### config.mk
export PLATFORM = sky130hd
export DESIGN_NAME = video_ulaplus_port
export DESIGN_NICKNAME = d
export VERILOG_FILES = /design/src/rtl/video_ulaplus_port_pkg.sv /design/src/rtl/video_ulaplus_shadow.sv /design/src/rtl/video_ulaplus_port.sv
export SDC_FILE = /design/constraint.sdc
export NUM_CORES = 1
export LEC_CHECK = 0
export ABC_CLOCK_PERIOD_IN_PS = 1800
export CAP_MARGIN = 30
export CELL_PAD_IN_SITES_DETAIL_PLACEMENT = 1
export CELL_PAD_IN_SITES_GLOBAL_PLACEMENT = 2
export CORE_MARGIN = 2
export CORE_UTILIZATION = 26
export DETAILED_ROUTE_END_ITERATION = 6
export HOLD_SLACK_MARGIN = 0.1
export PLACE_DENSITY_LB_ADDON = 0.1
export RECOVER_POWER = 25
export REMOVE_ABC_BUFFERS = 1
export SETUP_SLACK_MARGIN = 0.2
export SLEW_MARGIN = 40
export SYNTH_ARGS = -nofsm -noshare
export SYNTH_HDL_FRONTEND = slang
export SYNTH_SLANG_ARGS = --single-unit
### constraint.sdc
create_clock -name clk -period 1.8 [get_ports clk]
set_input_delay 0.45 -clock clk [delete_from_list [all_inputs] [get_ports clk]]
set_output_delay 0.45 -clock clk [all_outputs]
set_load 0.005 [all_outputs]
### src/rtl/video_ulaplus_port_pkg.sv
// -----------------------------------------------------------------------------
// video_ulaplus_port_pkg
// Shared constants for the ULAplus CPU-side port writer and its shadow RAM.
//   - register-group codes held in regsel[7:6]
//   - port selector values (#BF3B register select, #FF3B data)
//   - readback idle value and palette geometry
// Configuration macro used by the files importing this package:
//   ULAPLUS_READBACK_EN (shadow RAM and bypass readback present when defined)
// -----------------------------------------------------------------------------
package video_ulaplus_port_pkg;

   localparam logic [1:0] UP_GRP_PAL  = 2'b00;
   localparam logic [1:0] UP_GRP_MODE = 2'b01;

   localparam logic UP_SEL_REG  = 1'b0;   // #BF3B
   localparam logic UP_SEL_DATA = 1'b1;   // #FF3B

   localparam logic [7:0] UP_RD_IDLE = 8'hFF;

   localparam int UP_IDX_W     = 6;
   localparam int UP_PAL_DEPTH = 1 << UP_IDX_W;

endpackage

### src/rtl/video_ulaplus_shadow.sv
// -----------------------------------------------------------------------------
// video_ulaplus_shadow
// 64x8 shadow copy of the ULAplus palette: one write port, one registered
// read port, written as a plain array so it maps onto block RAM.
// Contents are deliberately not reset.
// Only instantiated when ULAPLUS_READBACK_EN is defined.
// Ports:
//   clk    in  1  clock
//   we     in  1  write enable (palette commit)
//   waddr  in  6  write index
//   wdata  in  8  write data
//   raddr  in  6  read index, presented one cycle before rdata
//   rdata  out 8  registered read data (read-before-write on collision)
// -----------------------------------------------------------------------------
module video_ulaplus_shadow
   import video_ulaplus_port_pkg::*;
(
   input  logic                clk,
   input  logic                we,
   input  logic [UP_IDX_W-1:0] waddr,
   input  logic [7:0]          wdata,
   input  logic [UP_IDX_W-1:0] raddr,
   output logic [7:0]          rdata
);

   logic [7:0] mem [UP_PAL_DEPTH];
   logic [7:0] rdata_q;

   always_ff @(posedge clk) begin
      if (we) begin
         mem[waddr] <= wdata;
      end
      rdata_q <= mem[raddr];
   end

   assign rdata = rdata_q;

endmodule

### src/rtl/video_ulaplus_port.sv
// -----------------------------------------------------------------------------
// video_ulaplus_port
// Z80-side writer for the ULAplus palette and mode registers. Decodes accesses
// to #BF3B (register select) and #FF3B (data) into the mixer's up_* signals,
// holds a palette write pending while an ATM palette write owns the mixer,
// and serves 2-cycle-latency readback.
// Configuration:
//   ULAPLUS_READBACK_EN defined   -> shadow RAM + pending-write bypass readback
//   ULAPLUS_READBACK_EN undefined -> palette-group reads return 8'hFF
// Ports:
//   clk        in  1  28 MHz video clock
//   rst        in  1  synchronous active-high reset
//   port_wr    in  1  one-cycle write strobe
//   port_rd    in  1  one-cycle read strobe (dropped if port_wr also high)
//   port_sel   in  1  0 = #BF3B, 1 = #FF3B
//   din        in  8  CPU write data
//   atm_palwr  in  1  ATM palette write this cycle (wins in the mixer)
//   up_ena     out 1  ULAplus mode enable
//   up_palwr   out 1  palette write strobe to the mixer
//   up_paladdr out 6  palette entry index
//   up_paldata out 8  entry data GGGRRRBB
//   dout       out 8  readback data, holds between reads
//   rd_rdy     out 1  one-cycle pulse, dout valid
// -----------------------------------------------------------------------------
module video_ulaplus_port
   import video_ulaplus_port_pkg::*;
(
   input  logic                clk,
   input  logic                rst,
   input  logic                port_wr,
   input  logic                port_rd,
   input  logic                port_sel,
   input  logic [7:0]          din,
   input  logic                atm_palwr,
   output logic                up_ena,
   output logic                up_palwr,
   output logic [UP_IDX_W-1:0] up_paladdr,
   output logic [7:0]          up_paldata,
   output logic [7:0]          dout,
   output logic                rd_rdy
);

   logic [7:0]          regsel_q,  regsel_d;
   logic                pend_q,    pend_d;
   logic                up_ena_q,  up_ena_d;
   logic [UP_IDX_W-1:0] paladdr_q, paladdr_d;
   logic [7:0]          paldata_q, paldata_d;

   // read pipeline stage 1 (aligned with the RAM output register)
   logic                rd1_vld_q,  rd1_vld_d;
   logic                rd1_ram_q,  rd1_ram_d;
   logic [7:0]          rd1_data_q, rd1_data_d;

   logic [7:0]          dout_q,   dout_d;
   logic                rd_rdy_q, rd_rdy_d;

   logic [1:0]          grp;
   logic [UP_IDX_W-1:0] idx;
   logic                palwr;
   logic                wr_reg;
   logic                wr_data;
   logic                rd_acc;
   logic [7:0]          ram_rdata;

   assign grp     = regsel_q[7:6];
   assign idx     = regsel_q[5:0];
   // Combinational so the commit yields in the very cycle ATM writes.
   assign palwr   = pend_q & ~atm_palwr;
   assign wr_reg  = port_wr & (port_sel == UP_SEL_REG);
   assign wr_data = port_wr & (port_sel == UP_SEL_DATA);
   assign rd_acc  = port_rd & ~port_wr;

`ifdef ULAPLUS_READBACK_EN
   video_ulaplus_shadow u_shadow (
      .clk   (clk),
      .we    (palwr),
      .waddr (paladdr_q),
      .wdata (paldata_q),
      .raddr (idx),
      .rdata (ram_rdata)
   );
`else
   assign ram_rdata = UP_RD_IDLE;
`endif

   always_comb begin
      regsel_d   = regsel_q;
      pend_d     = pend_q;
      up_ena_d   = up_ena_q;
      paladdr_d  = paladdr_q;
      paldata_d  = paldata_q;
      rd1_vld_d  = rd_acc;
      rd1_ram_d  = 1'b0;
      rd1_data_d = UP_RD_IDLE;
      rd_rdy_d   = rd1_vld_q;
      dout_d     = dout_q;

      if (wr_reg) begin
         regsel_d = din;
      end

      // Clear on commit first so a same-cycle data write re-arms pend.
      if (palwr) begin
         pend_d = 1'b0;
      end

      if (wr_data) begin
         case (grp)
            UP_GRP_PAL: begin
               paladdr_d = idx;
               paldata_d = din;
               pend_d    = 1'b1;
            end
            UP_GRP_MODE: up_ena_d = din[0];
            default: ;
         endcase
      end

      if (rd_acc && (port_sel == UP_SEL_DATA)) begin
         case (grp)
            UP_GRP_PAL: begin
`ifdef ULAPLUS_READBACK_EN
               // A pending entry is newer than the RAM copy.
               if (pend_q && (paladdr_q == idx)) begin
                  rd1_data_d = paldata_q;
               end else begin
                  rd1_ram_d = 1'b1;
               end
`endif
            end
            UP_GRP_MODE: rd1_data_d = {7'd0, up_ena_q};
            default: ;
         endcase
      end

      if (rd1_vld_q) begin
         dout_d = rd1_ram_q ? ram_rdata : rd1_data_q;
      end
   end

   always_ff @(posedge clk) begin
      if (rst) begin
         regsel_q   <= 8'd0;
         pend_q     <= 1'b0;
         up_ena_q   <= 1'b0;
         paladdr_q  <= '0;
         paldata_q  <= 8'd0;
         rd1_vld_q  <= 1'b0;
         rd1_ram_q  <= 1'b0;
         rd1_data_q <= UP_RD_IDLE;
         dout_q     <= UP_RD_IDLE;
         rd_rdy_q   <= 1'b0;
      end else begin
         regsel_q   <= regsel_d;
         pend_q     <= pend_d;
         up_ena_q   <= up_ena_d;
         paladdr_q  <= paladdr_d;
         paldata_q  <= paldata_d;
         rd1_vld_q  <= rd1_vld_d;
         rd1_ram_q  <= rd1_ram_d;
         rd1_data_q <= rd1_data_d;
         dout_q     <= dout_d;
         rd_rdy_q   <= rd_rdy_d;
      end
   end

   assign up_ena     = up_ena_q;
   assign up_palwr   = palwr;
   assign up_paladdr = paladdr_q;
   assign up_paldata = paldata_q;
   assign dout       = dout_q;
   assign rd_rdy     = rd_rdy_q;

endmodule

==> report_table.html, run 1 <==
<table>
<tr><th>Metric</th><th>Value</th></tr>
<tr><th colspan="2">Status</th></tr>
<tr><td>Outcome</td><td>complete, no violations</td></tr>
<tr><th colspan="2">Synthesis</th></tr>
<tr><td>Synth Cell Area</td><td>0.00109 mm2</td></tr>
<tr><td>Most common library cells after synthesis</td><td>nand2_1, dfxtp_1, a21oi_1</td></tr>
<tr><td>Post-synthesis average cell area</td><td>8.62 um2</td></tr>
<tr><td>Dominant cell type by area after synthesis</td><td>dfxtp_1</td></tr>
<tr><td>Number of distinct standard cells referenced by the synthesized netlist</td><td>18</td></tr>
<tr><td>Synth Instances</td><td>127</td></tr>
<tr><td>Async set-or-reset flop fraction in the synthesized netlist</td><td>0</td></tr>
<tr><td>Cell with the most instances after synthesis</td><td>nand2_1</td></tr>
<tr><td>Synth Register Bits</td><td>30</td></tr>
<tr><td>Number of flops mapped to enable cells by yosys</td><td>0</td></tr>
<tr><td>Syn. warnings</td><td>0</td></tr>
<tr><td>Leading post-synthesis cells by cell area</td><td>dfxtp_1, nand2_1, a21oi_1</td></tr>
<tr><td>Sequential-to-total area share from yosys stat</td><td>0.549</td></tr>
<tr><td>Most instantiated flip-flop cell in the synthesis netlist</td><td>dfxtp_1</td></tr>
<tr><td>Share of the synthesized area in the top cell type</td><td>0.549</td></tr>
<tr><th colspan="2">Die</th></tr>
<tr><td>DIE HEIGHT</td><td>68.9 um</td></tr>
<tr><td>Die width</td><td>68.9 um</td></tr>
<tr><td>Initial Utilization</td><td>0.272</td></tr>
<tr><td>Core ar.</td><td>0.00403 mm2</td></tr>
<tr><td>Cell row count</td><td>23</td></tr>
<tr><td>Total Die Area</td><td>0.00475 mm2</td></tr>
<tr><td>I/O pin count</td><td>39</td></tr>
<tr><th colspan="2">Power</th></tr>
<tr><td>Leak Pwr</td><td>0.617 nW</td></tr>
<tr><td>Clk pwr share</td><td>0.435</td></tr>
<tr><td>Fraction of power spent switching nets</td><td>0.219</td></tr>
<tr><td>Post-route total power</td><td>1.51 mW</td></tr>
<tr><td>Total net switching power</td><td>0.331 mW</td></tr>
<tr><td>Internal portion of total power</td><td>1.18 mW</td></tr>
<tr><td>Fraction of power consumed by combinational cells</td><td>0.099</td></tr>
<tr><td>Total power density per cell area</td><td>929 mW/mm2</td></tr>
<tr><td>Largest voltage drop on the vdd net</td><td>463 uV</td></tr>
<tr><td>Seq pwr share</td><td>0.465</td></tr>
<tr><th colspan="2">Layout</th></tr>
<tr><td>Antenna cells</td><td>0</td></tr>
<tr><td>Fraction of final layout cells sized beyond drive strength 1</td><td>0.0964</td></tr>
<tr><td>Post-route cell area</td><td>0.00162 mm2</td></tr>
<tr><td>Number of nets in the finished design</td><td>179</td></tr>
<tr><td>Area added between synthesis and finish</td><td>48.3%</td></tr>
<tr><th colspan="2">Detailed routing</th></tr>
<tr><td>Detailed router's first-iteration violation count</td><td>28</td></tr>
<tr><td>Number of routed nets with antenna violations</td><td>0</td></tr>
<tr><td>Average vias per placed instance</td><td>4.44</td></tr>
<tr><td>Via Count</td><td>958</td></tr>
<tr><td>WL per Instance</td><td>12.9 um</td></tr>
<tr><td>Drc violations</td><td>0</td></tr>
<tr><td>Total Wirelength</td><td>2.80 mm</td></tr>
<tr><td>Pre-Repair DR Iteration Count</td><td>3</td></tr>
<tr><th colspan="2">CTS</th></tr>
<tr><td>CTS tree</td><td>built</td></tr>
<tr><td>Total clock sinks</td><td>30</td></tr>
<tr><td>Clk buf depth</td><td>2</td></tr>
<tr><td>Clk Latency, worst-skew pair</td><td>280 ps</td></tr>
<tr><td>Cts bufs inserted</td><td>5</td></tr>
<tr><td>Clk pin slew, worst setup/hold paths</td><td>70 ps</td></tr>
<tr><td>Library cell used as clock root buffer</td><td>clkbuf_8</td></tr>
<tr><td>H-tree depth</td><td>2</td></tr>
<tr><td>Hold_buf cts</td><td>0</td></tr>
<tr><th colspan="2">Timing</th></tr>
<tr><td>Final Critical Period</td><td>1560 ps</td></tr>
<tr><td>Layout Skew</td><td>7.26 ps</td></tr>
<tr><td>Worst relative slew slack</td><td>0.632</td></tr>
<tr><td>RSZ-0062 raised after global routing</td><td>false</td></tr>
<tr><td>Transition time at the pin with the least slew margin</td><td>551 ps</td></tr>
<tr><td>Final-report setup violation count</td><td>0</td></tr>
<tr><td>Top achievable clock speed</td><td>640 MHz</td></tr>
<tr><td>Post-Route Setup TNS</td><td>0 ps</td></tr>
<tr><td>Part of the cycle the worst path needs</td><td>0.869</td></tr>
<tr><td>Count of final hold-check violations</td><td>0</td></tr>
<tr><td>Slew Limit Fails</td><td>0</td></tr>
<tr><th colspan="2">Critical path</th></tr>
<tr><td>Type of the worst setup path</td><td>flop to primary output</td></tr>
<tr><td>Startpoint Class</td><td>flop</td></tr>
<tr><td>Top delay family on crit path</td><td>buffers and inverters</td></tr>
<tr><td>Worst Setup End Kind</td><td>primary output</td></tr>
<tr><td>CP Data Arrival Time</td><td>1110 ps</td></tr>
<tr><td>CP max stage cell</td><td>clkdlybuf4s50_1</td></tr>
<tr><td>Worst-path fanout max</td><td>2</td></tr>
<tr><td>Data required, critical path</td><td>1350 ps</td></tr>
<tr><td>Register-to-register setup slack</td><td>730 ps</td></tr>
<tr><td>Critical path's largest stage delay</td><td>500 ps</td></tr>
<tr><td>Worst Path Buf+Inv</td><td>1</td></tr>
<tr><td>Chain of cells forming the critical path</td><td>clkdlybuf4s50_1</td></tr>
<tr><th colspan="2">Min path</th></tr>
<tr><td>Type of the most critical hold path</td><td>flop to flop</td></tr>
<tr><th colspan="2">Place</th></tr>
<tr><td>Detailed placement HPWL</td><td>1.91 mm</td></tr>
<tr><td>Final estimated routing congestion in global placement</td><td>0.683</td></tr>
<tr><td>Port Buffer Count</td><td>38</td></tr>
<tr><td>Post-DP Area</td><td>0.00151 mm2</td></tr>
<tr><th colspan="2">Global route</th></tr>
<tr><td>Wire length of the first global-routing pass</td><td>4.31 mm</td></tr>
<tr><td>Antenna violations before repair</td><td>0</td></tr>
<tr><td>Vias in the first global route</td><td>914</td></tr>
<tr><td>Total global routing overflow</td><td>0</td></tr>
<tr><td>Pin count of the biggest net entering global routing</td><td>17</td></tr>
<tr><td>GRT Total Usage</td><td>0.130</td></tr>
<tr><th colspan="2">Run</th></tr>
<tr><td>Max capacitance violation total</td><td>0</td></tr>
</table>
==> placed cells by master (no fill, tap or decap), drive strengths merged <==
master,netlist,layout
nand4bb,1,1
clkdlybuf4s25,0,7
a211o,2,2
nor3b,1,1
a21oi,23,23
or2,1,1
clkbuf,3,6
nor2,1,1
dfxtp,30,30
mux2i,1,1
dlygate4sd3,0,2
nor2b,5,5
dlymetal6s2s,0,5
and4bb,1,1
clkinv,0,2
nand4b,2,2
clkdlybuf4s50,0,18
bufinv,0,1
dlygate4sd2,0,6
nand2,45,45
nand2b,1,1
buf,10,5
==> area by class of cell <==
type                            count  area (um2)
Sequential cell                    30         606
Timing Repair Buffer               44         439
Clock inverter                      3        40.0
Fill cell                         476        2400
Clock buffer                        5        68.8
Tap cell                           50        62.6
Multi-Input combinational cell     84         408
==> metrics by stage <==
| stage | utilization | hold WS [ps] | std cells | worst slack (ps) |
|---|---|---|---|---|
| after floorplan | - | 412 | 114 | 642 |
| after global placement | 0.374 | 420 | 207 | -132 |
| after detailed placement | 0.374 | 426 | 207 | -152 |
| after CTS | 0.402 | 442 | 216 | 203 |
| after global routing | 0.403 | 463 | 216 | 195 |
| final | 0.403 | 437 | 216 | 237 |
==> power by group through the flow <==
stage	clock network, mW	registers [mW]	logic (mW)
floorplan	0	0.718	0.0440
global placement	0	0.717	0.157
detailed placement	0	0.718	0.160
CTS	0.683	0.702	0.159
global route	0.714	0.704	0.166
finish	0.656	0.702	0.150
==> cell families after synthesis <==
kind of cell | count (synthesis) | synth area share
DFF | 30 | 0.549
and+or+nand+nor | 58 | 0.247
AOI/OAI and AO/OA | 25 | 0.121
muxes | 1 | 0.00914
buffers and inverters | 13 | 0.0743
==> metal layers <==
metal,track usage,part of all wire,up-vias
met5,0,0,-
met1,0.153,0.46,443
li1,-,-,484
met2,0.207,0.47,25
met4,0.0515,0.015,0
met3,0.0568,0.053,6
==> final timing paths <==
path                              startpoint                          to  depth (start not counted)
hold / removal      rd1_data_q[0]$_SDFF_PP1_        dout[0]$_SDFFE_PP1P_                          1
hold reg to reg     rd1_data_q[0]$_SDFF_PP1_        dout[0]$_SDFFE_PP1P_                          1
setup reg to reg    regsel_q[6]$_SDFFE_PP0P_  up_paldata[3]$_SDFFE_PP0P_                          4
setup / recovery  up_paldata[7]$_SDFFE_PP0P_               up_paldata[7]                          1
==> sequential cells by signal, indices dropped and copies added, names as in the netlist <==
signal and cells:
regsel_q 8, up_paldata 8, rd1_data_q 2, up_paladdr 6, dout 2, rd_rdy 1, pend_q 1, rd1_vld_q 1
up_ena 1
==> what timing repair did <==
action | 4_1_cts | 5_1_grt
endpoints found under the setup margin | 10 | 13
gates resized for setup | 10 | 13
setup buffers | 1 | 0
(Power assumes the default switching activity.)
==> run 2, diff against run 1 <==
--- a/config.mk
+++ b/config.mk
@@ -13,6 +13,7 @@
 export CORE_UTILIZATION = 26
 export DETAILED_ROUTE_END_ITERATION = 6
 export HOLD_SLACK_MARGIN = 0.1
+export MAX_ROUTING_LAYER = met4
 export PLACE_DENSITY_LB_ADDON = 0.1
 export RECOVER_POWER = 25
 export REMOVE_ABC_BUFFERS = 1
==> run 2 against run 1 <==
  * Critical endpoint unchanged
  * Power grew 0.17%
  * Die area is the same
  * Clock power is essentially flat
  * Global-route usage grew 0.36 points
  * Core utilization is the same
  * Via count shrank 0.31%
  * First-iteration DRC count grew 14%
  * Register-to-register slack is essentially flat
  * Sequential power is essentially flat
  * Sequential share of layout area is the same
==> report_table.html, run 2 (synthesis gave the netlist of run 1 again) <==
<table>
<tr><th>Metric</th><th>Value</th></tr>
<tr><th colspan="2">Layout</th></tr>
<tr><td>Commonest non-fill, non-tap cells in the layout</td><td>nand2_1, dfxtp_1, a21oi_1, clkdlybuf4s50_1, clkdlybuf4s25_1 (unchanged)</td></tr>
<tr><td>Number of nets in the finished design</td><td>179 (unchanged)</td></tr>
<tr><td>Area added between synthesis and finish</td><td>48.3% (unchanged)</td></tr>
<tr><td>Register area</td><td>606 um2 (unchanged)</td></tr>
<tr><td>Most common library cell in the layout ignoring fill and taps</td><td>nand2_1 (unchanged)</td></tr>
<tr><td>Post-route cell area</td><td>0.00162 mm2 (unchanged)</td></tr>
<tr><td>Area occupied by multi-input gates</td><td>408 um2 (unchanged)</td></tr>
<tr><td>Fraction of final layout cells sized beyond drive strength 1</td><td>0.0964 (unchanged)</td></tr>
<tr><td># fillers</td><td>476 (unchanged)</td></tr>
<tr><td>Antenna cells</td><td>0 (unchanged)</td></tr>
<tr><th colspan="2">Die</th></tr>
<tr><td>Core ar.</td><td>0.00403 mm2 (unchanged)</td></tr>
<tr><td>Cell row count</td><td>23 (unchanged)</td></tr>
<tr><td>I/O pin count</td><td>39 (unchanged)</td></tr>
<tr><td>Total Die Area</td><td>0.00475 mm2 (unchanged)</td></tr>
<tr><td>DIE HEIGHT</td><td>68.9 um (unchanged)</td></tr>
<tr><td>Die width</td><td>68.9 um (unchanged)</td></tr>
<tr><td>Initial Utilization</td><td>0.272 (unchanged)</td></tr>
<tr><th colspan="2">Timing</th></tr>
<tr><td>Final-report setup violation count</td><td>0 (unchanged)</td></tr>
<tr><td>Slew Limit Fails</td><td>0 (unchanged)</td></tr>
<tr><td>RSZ-0062 raised after global routing</td><td>false (unchanged)</td></tr>
<tr><td>Final WS setup</td><td>234 ps (was 237 ps)</td></tr>
<tr><td>Count of final hold-check violations</td><td>0 (unchanged)</td></tr>
<tr><td>Transition time at the pin with the least slew margin</td><td>549 ps (was 551 ps)</td></tr>
<tr><td>Layout Skew</td><td>7.09 ps (was 7.26 ps)</td></tr>
<tr><td>Top achievable clock speed</td><td>639 MHz (was 640 MHz)</td></tr>
<tr><td>Post-route worst hold slack</td><td>437 ps (about the same)</td></tr>
<tr><td>Final Critical Period</td><td>1570 ps (was 1560 ps)</td></tr>
<tr><td>Part of the cycle the worst path needs</td><td>0.870 (was 0.869)</td></tr>
<tr><td>Post-Route Setup TNS</td><td>0 ps (unchanged)</td></tr>
<tr><td>Worst relative slew slack</td><td>0.634 (was 0.632)</td></tr>
<tr><th colspan="2">Detailed routing</th></tr>
<tr><td>WL per Instance</td><td>13.0 um (was 12.9 um)</td></tr>
<tr><td>Average vias per placed instance</td><td>4.42 (was 4.44)</td></tr>
<tr><td>Detailed router's first-iteration violation count</td><td>32 (was 28)</td></tr>
<tr><td>Drc violations</td><td>0 (unchanged)</td></tr>
<tr><td>Pre-Repair DR Iteration Count</td><td>3 (unchanged)</td></tr>
<tr><td>Number of routed nets with antenna violations</td><td>0 (unchanged)</td></tr>
<tr><td>Total Wirelength</td><td>2.80 mm (about the same)</td></tr>
<tr><td>Via Count</td><td>955 (was 958)</td></tr>
<tr><th colspan="2">Critical path</th></tr>
<tr><td>Worst Setup End Kind</td><td>primary output (unchanged)</td></tr>
<tr><td>Chain of cells forming the critical path</td><td>clkdlybuf4s50_1 (unchanged)</td></tr>
<tr><td>Worst setup startpoint</td><td>up_paldata[7]$_SDFFE_PP0P_ (unchanged)</td></tr>
<tr><td>Startpoint Class</td><td>flop (unchanged)</td></tr>
<tr><td>Critical path's largest stage delay</td><td>500 ps (about the same)</td></tr>
<tr><td>Register-to-register setup slack</td><td>730 ps (about the same)</td></tr>
<tr><td>Worst-path fanout max</td><td>2 (unchanged)</td></tr>
<tr><td>Top delay family on crit path</td><td>buffers and inverters (unchanged)</td></tr>
<tr><td>Data required, critical path</td><td>1350 ps (about the same)</td></tr>
<tr><td>Worst Path Buf+Inv</td><td>1 (unchanged)</td></tr>
<tr><td>Worst reg2reg path depth</td><td>4 (unchanged)</td></tr>
<tr><td>End of the worst register-to-register path</td><td>up_paldata[3]$_SDFFE_PP0P_ (unchanged)</td></tr>
<tr><td>Worst reg2reg startpoint</td><td>regsel_q[6]$_SDFFE_PP0P_ (unchanged)</td></tr>
<tr><td>CP Data Arrival Time</td><td>1120 ps (was 1110 ps)</td></tr>
<tr><td>Depth of the critical timing path with buffers and inverters included</td><td>1 (unchanged)</td></tr>
<tr><td>CP max stage cell</td><td>clkdlybuf4s50_1 (unchanged)</td></tr>
<tr><td>Last element of the critical path</td><td>up_paldata[7] (unchanged)</td></tr>
<tr><td>Type of the worst setup path</td><td>flop to primary output (unchanged)</td></tr>
<tr><th colspan="2">Run</th></tr>
<tr><td>Max capacitance violation total</td><td>0 (unchanged)</td></tr>
<tr><th colspan="2">CTS</th></tr>
<tr><td>Total clock sinks</td><td>30 (unchanged)</td></tr>
<tr><td>Clk buf depth</td><td>2 (unchanged)</td></tr>
<tr><td>H-tree depth</td><td>2 (unchanged)</td></tr>
<tr><td>Cts bufs inserted</td><td>5 (unchanged)</td></tr>
<tr><td>CTS tree</td><td>built (unchanged)</td></tr>
<tr><td>Library cell used as clock root buffer</td><td>clkbuf_8 (unchanged)</td></tr>
<tr><td>Clk pin slew, worst setup/hold paths</td><td>70 ps (about the same)</td></tr>
<tr><td>Clk Latency, worst-skew pair</td><td>280 ps (about the same)</td></tr>
<tr><th colspan="2">Power</th></tr>
<tr><td>Largest voltage drop on the vdd net</td><td>462 uV (was 463 uV)</td></tr>
<tr><td>Total power density per cell area</td><td>930 mW/mm2 (was 929 mW/mm2)</td></tr>
<tr><td>Post-route total power</td><td>1.51 mW (about the same)</td></tr>
<tr><td>Leak Pwr</td><td>0.617 nW (unchanged)</td></tr>
<tr><th colspan="2">Place</th></tr>
<tr><td>Placement Setup Slack</td><td>-152 ps (unchanged)</td></tr>
<tr><td>Detailed placement HPWL</td><td>1.91 mm (unchanged)</td></tr>
<tr><td>Post-DP Area</td><td>0.00151 mm2 (unchanged)</td></tr>
<tr><td>Final estimated routing congestion in global placement</td><td>0.690 (was 0.683)</td></tr>
<tr><td>Port Buffer Count</td><td>38 (unchanged)</td></tr>
<tr><th colspan="2">Global route</th></tr>
<tr><td>Total global routing overflow</td><td>0 (unchanged)</td></tr>
<tr><td>GRT Total Usage</td><td>0.133 (was 0.130)</td></tr>
<tr><td>Antenna violations before repair</td><td>0 (unchanged)</td></tr>
<tr><td>Wire length of the first global-routing pass</td><td>4.32 mm (was 4.31 mm)</td></tr>
<tr><td>Vias in the first global route</td><td>910 (was 914)</td></tr>
<tr><td>Pin count of the biggest net entering global routing</td><td>17 (unchanged)</td></tr>
<tr><th colspan="2">Min path</th></tr>
<tr><td>Type of the most critical hold path</td><td>flop to flop (unchanged)</td></tr>
<tr><th colspan="2">Status</th></tr>
<tr><td>Outcome</td><td>complete, no violations (unchanged)</td></tr>
</table>
==> run 2: report_power, final <==
group	switching [mW]	leakage [nW]	internal, mW
Combinational	0.0671	0.315	0.0827
Clock	0.252	0.0579	0.407
Sequential	0.0140	0.244	0.688
Total	0.333	0.617	1.18
==> run 2: final cells by class <==
type / instances / area share
clock buffers: 5 / 0.0424
multi-input cells: 84 / 0.251
repair buffers: 44 / 0.270
clock inverters: 3 / 0.0247
well taps: 50 / 0.0385
flip-flops and latches: 30 / 0.373
==> run 2: worst min-delay path by stage <==
stage / start / to / slack [ps] / cells after the start
floorplan: rd1_data_q[0]$_SDFF_PP1_ / dout[0]$_SDFFE_PP1P_ / 410 / 1
global placement: rd1_data_q[0]$_SDFF_PP1_ / dout[0]$_SDFFE_PP1P_ / 420 / 1
detailed placement: rd1_data_q[0]$_SDFF_PP1_ / dout[0]$_SDFFE_PP1P_ / 430 / 1
CTS: rd1_data_q[0]$_SDFF_PP1_ / dout[0]$_SDFFE_PP1P_ / 440 / 1
global route: rd1_data_q[0]$_SDFF_PP1_ / dout[0]$_SDFFE_PP1P_ / 460 / 1
finish: rd1_data_q[0]$_SDFF_PP1_ / dout[0]$_SDFFE_PP1P_ / 440 / 1
==> run 2: repair_timing <==
action	4_1_cts	5_1_grt
endpoints found under the hold margin	0	0
resized for setup	10	13
hold buffers	0	0
setup buffers	1	0
endpoints found under the setup margin	10	13
pin swaps	0	0
==> run 2: worst reg2reg max path, cell delays in order (launching register included) <==
cell      delay (ps)
dfxtp_1          350
and4bb_2         330
buf_12           140
nand2_1           60
a21oi_1          120
==> run 2: per-stage QoR <==
stage               utilization  instances
floorplan                     -        114
global placement          0.374        207
detailed placement        0.374        207
CTS                       0.402        216
global route              0.403        216
finish                    0.403        216
==> run 2: per-layer routing <==
layer	share of wire	GRT usage	wire (um)
met1	0.46	0.155	1300
met2	0.47	0.207	1310
met3	0.054	0.0536	150
met4	0.016	0.0515	44
met5	0	-	0
==> run 3, diff against run 2 <==
--- a/config.mk
+++ b/config.mk
@@ -5,7 +5,6 @@
 export SDC_FILE = /design/constraint.sdc
 export NUM_CORES = 1
 export LEC_CHECK = 0
-export ABC_CLOCK_PERIOD_IN_PS = 1800
 export CAP_MARGIN = 30
 export CELL_PAD_IN_SITES_DETAIL_PLACEMENT = 1
 export CELL_PAD_IN_SITES_GLOBAL_PLACEMENT = 2
@@ -14,7 +13,7 @@
 export DETAILED_ROUTE_END_ITERATION = 6
 export HOLD_SLACK_MARGIN = 0.1
 export MAX_ROUTING_LAYER = met4
-export PLACE_DENSITY_LB_ADDON = 0.1
+export PLACE_DENSITY_LB_ADDON = 0.15
 export RECOVER_POWER = 25
 export REMOVE_ABC_BUFFERS = 1
 export SETUP_SLACK_MARGIN = 0.2
==> run 3 against run 2 <==
  * Combinational power about the same
  * Sequential cell count unchanged
  * Final area decreased by 2.7%
==> report_table.html, run 3 (synthesis gave the netlist of run 1 again) <==
<table>
<tr><th>Metric</th><th>Value</th></tr>
<tr><th colspan="2">Critical path</th></tr>
<tr><td>Chain of cells forming the critical path</td><td>clkdlybuf4s50_1 (unchanged)</td></tr>
<tr><td>Worst Path Buf+Inv</td><td>1 (unchanged)</td></tr>
<tr><td>CP Data Arrival Time</td><td>1090 ps (was 1120 ps)</td></tr>
<tr><td>Top delay family on crit path</td><td>buffers and inverters (unchanged)</td></tr>
<tr><td>CP max stage cell</td><td>clkdlybuf4s50_1 (unchanged)</td></tr>
<tr><td>Register-to-register setup slack</td><td>690 ps (was 730 ps)</td></tr>
<tr><td>Data required, critical path</td><td>1350 ps (about the same)</td></tr>
<tr><td>Startpoint Class</td><td>flop (unchanged)</td></tr>
<tr><td>Worst-path fanout max</td><td>2 (unchanged)</td></tr>
<tr><td>Critical path's largest stage delay</td><td>500 ps (about the same)</td></tr>
<tr><td>Worst Setup End Kind</td><td>primary output (unchanged)</td></tr>
<tr><td>Type of the worst setup path</td><td>flop to primary output (unchanged)</td></tr>
<tr><th colspan="2">CTS</th></tr>
<tr><td>Library cell used as clock root buffer</td><td>clkbuf_8 (unchanged)</td></tr>
<tr><td>H-tree depth</td><td>2 (unchanged)</td></tr>
<tr><td>Clk Latency, worst-skew pair</td><td>270 ps (was 280 ps)</td></tr>
<tr><td>Clk pin slew, worst setup/hold paths</td><td>60 ps (was 70 ps)</td></tr>
<tr><td>Cts bufs inserted</td><td>5 (unchanged)</td></tr>
<tr><td>Hold_buf cts</td><td>0 (unchanged)</td></tr>
<tr><td>Clk buf depth</td><td>2 (unchanged)</td></tr>
<tr><td>CTS tree</td><td>built (unchanged)</td></tr>
<tr><td>Total clock sinks</td><td>30 (unchanged)</td></tr>
<tr><th colspan="2">Layout</th></tr>
<tr><td>Area added between synthesis and finish</td><td>44.3% (was 48.3%)</td></tr>
<tr><td>Most common library cell in the layout ignoring fill and taps</td><td>nand2_1 (unchanged)</td></tr>
<tr><td>Antenna cells</td><td>0 (unchanged)</td></tr>
<tr><td>Commonest non-fill, non-tap cells in the layout</td><td>nand2_1, dfxtp_1, a21oi_1, clkdlybuf4s50_1, clkdlybuf4s25_1 (unchanged)</td></tr>
<tr><td>Post-route cell area</td><td>0.00158 mm2 (was 0.00162 mm2)</td></tr>
<tr><td>Non-filler instance count after layout</td><td>216 (unchanged)</td></tr>
<tr><td>Fraction of final layout cells sized beyond drive strength 1</td><td>0.0843 (was 0.0964)</td></tr>
<tr><td>Number of nets in the finished design</td><td>180 (was 179)</td></tr>
<tr><th colspan="2">Global route</th></tr>
<tr><td>Wire length of the first global-routing pass</td><td>4.26 mm (was 4.32 mm)</td></tr>
<tr><td>Antenna violations before repair</td><td>0 (unchanged)</td></tr>
<tr><td>Met2 track demand over resource</td><td>0.230 (was 0.207)</td></tr>
<tr><td>GRT Total Usage</td><td>0.127 (was 0.133)</td></tr>
<tr><td>Met1 track demand over resource in global routing</td><td>0.131 (was 0.155)</td></tr>
<tr><td>Vias in the first global route</td><td>980 (was 910)</td></tr>
<tr><td>Grt peak-use layer</td><td>met2 (unchanged)</td></tr>
<tr><td>GR Util met3</td><td>0.0390 (was 0.0536)</td></tr>
<tr><td>Total global routing overflow</td><td>0 (unchanged)</td></tr>
<tr><td>Pin count of the biggest net entering global routing</td><td>19 (was 17)</td></tr>
<tr><th colspan="2">Place</th></tr>
<tr><td>Post-DP Area</td><td>0.00151 mm2 (about the same)</td></tr>
<tr><td>Port Buffer Count</td><td>38 (unchanged)</td></tr>
<tr><td>Detailed placement HPWL</td><td>1.98 mm (was 1.91 mm)</td></tr>
<tr><td>Final estimated routing congestion in global placement</td><td>0.651 (was 0.690)</td></tr>
<tr><td>Placed cells</td><td>209 (was 207)</td></tr>
<tr><th colspan="2">Min path</th></tr>
<tr><td>Type of the most critical hold path</td><td>flop to flop (unchanged)</td></tr>
<tr><th colspan="2">Timing</th></tr>
<tr><td>Count of final hold-check violations</td><td>0 (unchanged)</td></tr>
<tr><td>Final Critical Period</td><td>1540 ps (was 1570 ps)</td></tr>
<tr><td>Slew Limit Fails</td><td>0 (unchanged)</td></tr>
<tr><td>Top achievable clock speed</td><td>648 MHz (was 639 MHz)</td></tr>
<tr><td>RSZ-0062 raised after global routing</td><td>false (unchanged)</td></tr>
<tr><td>Transition time at the pin with the least slew margin</td><td>345 ps (was 549 ps)</td></tr>
<tr><td>Post-route worst hold slack</td><td>450 ps (was 437 ps)</td></tr>
<tr><td>Worst relative slew slack</td><td>0.770 (was 0.634)</td></tr>
<tr><td>Layout Skew</td><td>3.92 ps (was 7.09 ps)</td></tr>
<tr><td>Final-report setup violation count</td><td>0 (unchanged)</td></tr>
<tr><td>Part of the cycle the worst path needs</td><td>0.858 (was 0.870)</td></tr>
<tr><th colspan="2">Detailed routing</th></tr>
<tr><td>Average vias per placed instance</td><td>4.37 (was 4.42)</td></tr>
<tr><td>Number of routed nets with antenna violations</td><td>0 (unchanged)</td></tr>
<tr><td>Drc violations</td><td>0 (unchanged)</td></tr>
<tr><td>Detailed router's first-iteration violation count</td><td>28 (was 32)</td></tr>
<tr><td>Total Wirelength</td><td>2.68 mm (was 2.80 mm)</td></tr>
<tr><td>Via Count</td><td>943 (was 955)</td></tr>
<tr><td>WL per Instance</td><td>12.4 um (was 13.0 um)</td></tr>
<tr><td>Pre-Repair DR Iteration Count</td><td>2 (was 3)</td></tr>
<tr><th colspan="2">Power</th></tr>
<tr><td>Leak Pwr</td><td>0.565 nW (was 0.617 nW)</td></tr>
<tr><td>Post-route total power</td><td>1.34 mW (was 1.51 mW)</td></tr>
<tr><td>Total power density per cell area</td><td>847 mW/mm2 (was 930 mW/mm2)</td></tr>
<tr><td>Largest voltage drop on the vdd net</td><td>446 uV (was 462 uV)</td></tr>
<tr><th colspan="2">Die</th></tr>
<tr><td>Die width</td><td>68.9 um (unchanged)</td></tr>
<tr><td>Cell row count</td><td>23 (unchanged)</td></tr>
<tr><td>Total Die Area</td><td>0.00475 mm2 (unchanged)</td></tr>
<tr><td>Core ar.</td><td>0.00403 mm2 (unchanged)</td></tr>
<tr><td>I/O pin count</td><td>39 (unchanged)</td></tr>
<tr><td>Initial Utilization</td><td>0.272 (unchanged)</td></tr>
<tr><td>DIE HEIGHT</td><td>68.9 um (unchanged)</td></tr>
<tr><th colspan="2">Status</th></tr>
<tr><td>Outcome</td><td>complete, no violations (unchanged)</td></tr>
<tr><th colspan="2">Run</th></tr>
<tr><td>Max capacitance violation total</td><td>0 (unchanged)</td></tr>
</table>
==> run 3: changes by cell type in the layout (fill, tap and decap cells not counted), moves of 2 or more <==
| cell | before | now |
|---|---|---|
| buf_4 | 4 | 7 |
| clkdlybuf4s25_1 | 7 | 9 |
| clkdlybuf4s50_1 | 18 | 21 |
| clkinv_2 | 2 | 0 |
| dlymetal6s2s_1 | 5 | 1 |
==> run 3: final timing paths <==
check,to,start,cells after the start
setup / recovery,dout[0],dout[0]$_SDFFE_PP1P_,1
hold / removal,dout[0]$_SDFFE_PP1P_,rd1_data_q[0]$_SDFF_PP1_,1
setup reg to reg,up_paldata[4]$_SDFFE_PP0P_,regsel_q[7]$_SDFFE_PP0P_,3
hold reg to reg,dout[0]$_SDFFE_PP1P_,rd1_data_q[0]$_SDFF_PP1_,1
==> run 3: layer usage <==
| layer | routed length, um | vias up | share of wire |
|---|---|---|---|
| li1 | - | 484 | - |
| met1 | 1130 | 439 | 0.42 |
| met2 | 1430 | 18 | 0.53 |
| met3 | 111 | 2 | 0.041 |
| met4 | 10 | 0 | 0.0037 |
| met5 | 0 | - | 0 |
==> run 3: worst reg2reg max path, delay by kind of cell (launching register included) <==
family          cells  cell delay (ps)
simple gates        2              560
compound gates      1              150
flops               1              330
==> run 3: timing repair <==
action / in CTS / in global routing
buffers inserted: 0 / 0
resized for setup: 8 / 12
setup endpoints to repair: 8 / 12
==> run 3: report_power, final <==
group	switching, mW	internal, mW	total, mW
Sequential	0.0144	0.689	0.703
Combinational	0.0648	0.0834	0.148
Clock	0.221	0.265	0.486
==> run 3: final cells by class <==
class                   count  area, um2
flip-flops and latches     30        602
multi-input cells          84        412
fillers                   479       2450
clock buffers               7       76.3
repair buffers             45        428
well taps                  50       62.6
==> run 3: per-stage QoR <==
| stage | utilization | setup TNS (ps) | worst slack [ps] |
|---|---|---|---|
| floorplan | - | 0 | 642 |
| global placement | 0.375 | -130 | -130 |
| detailed placement | 0.375 | -299 | -154 |
| CTS | 0.393 | 0 | 201 |
| global route | 0.392 | 0 | 163 |
| finish | 0.392 | 0 | 256 |
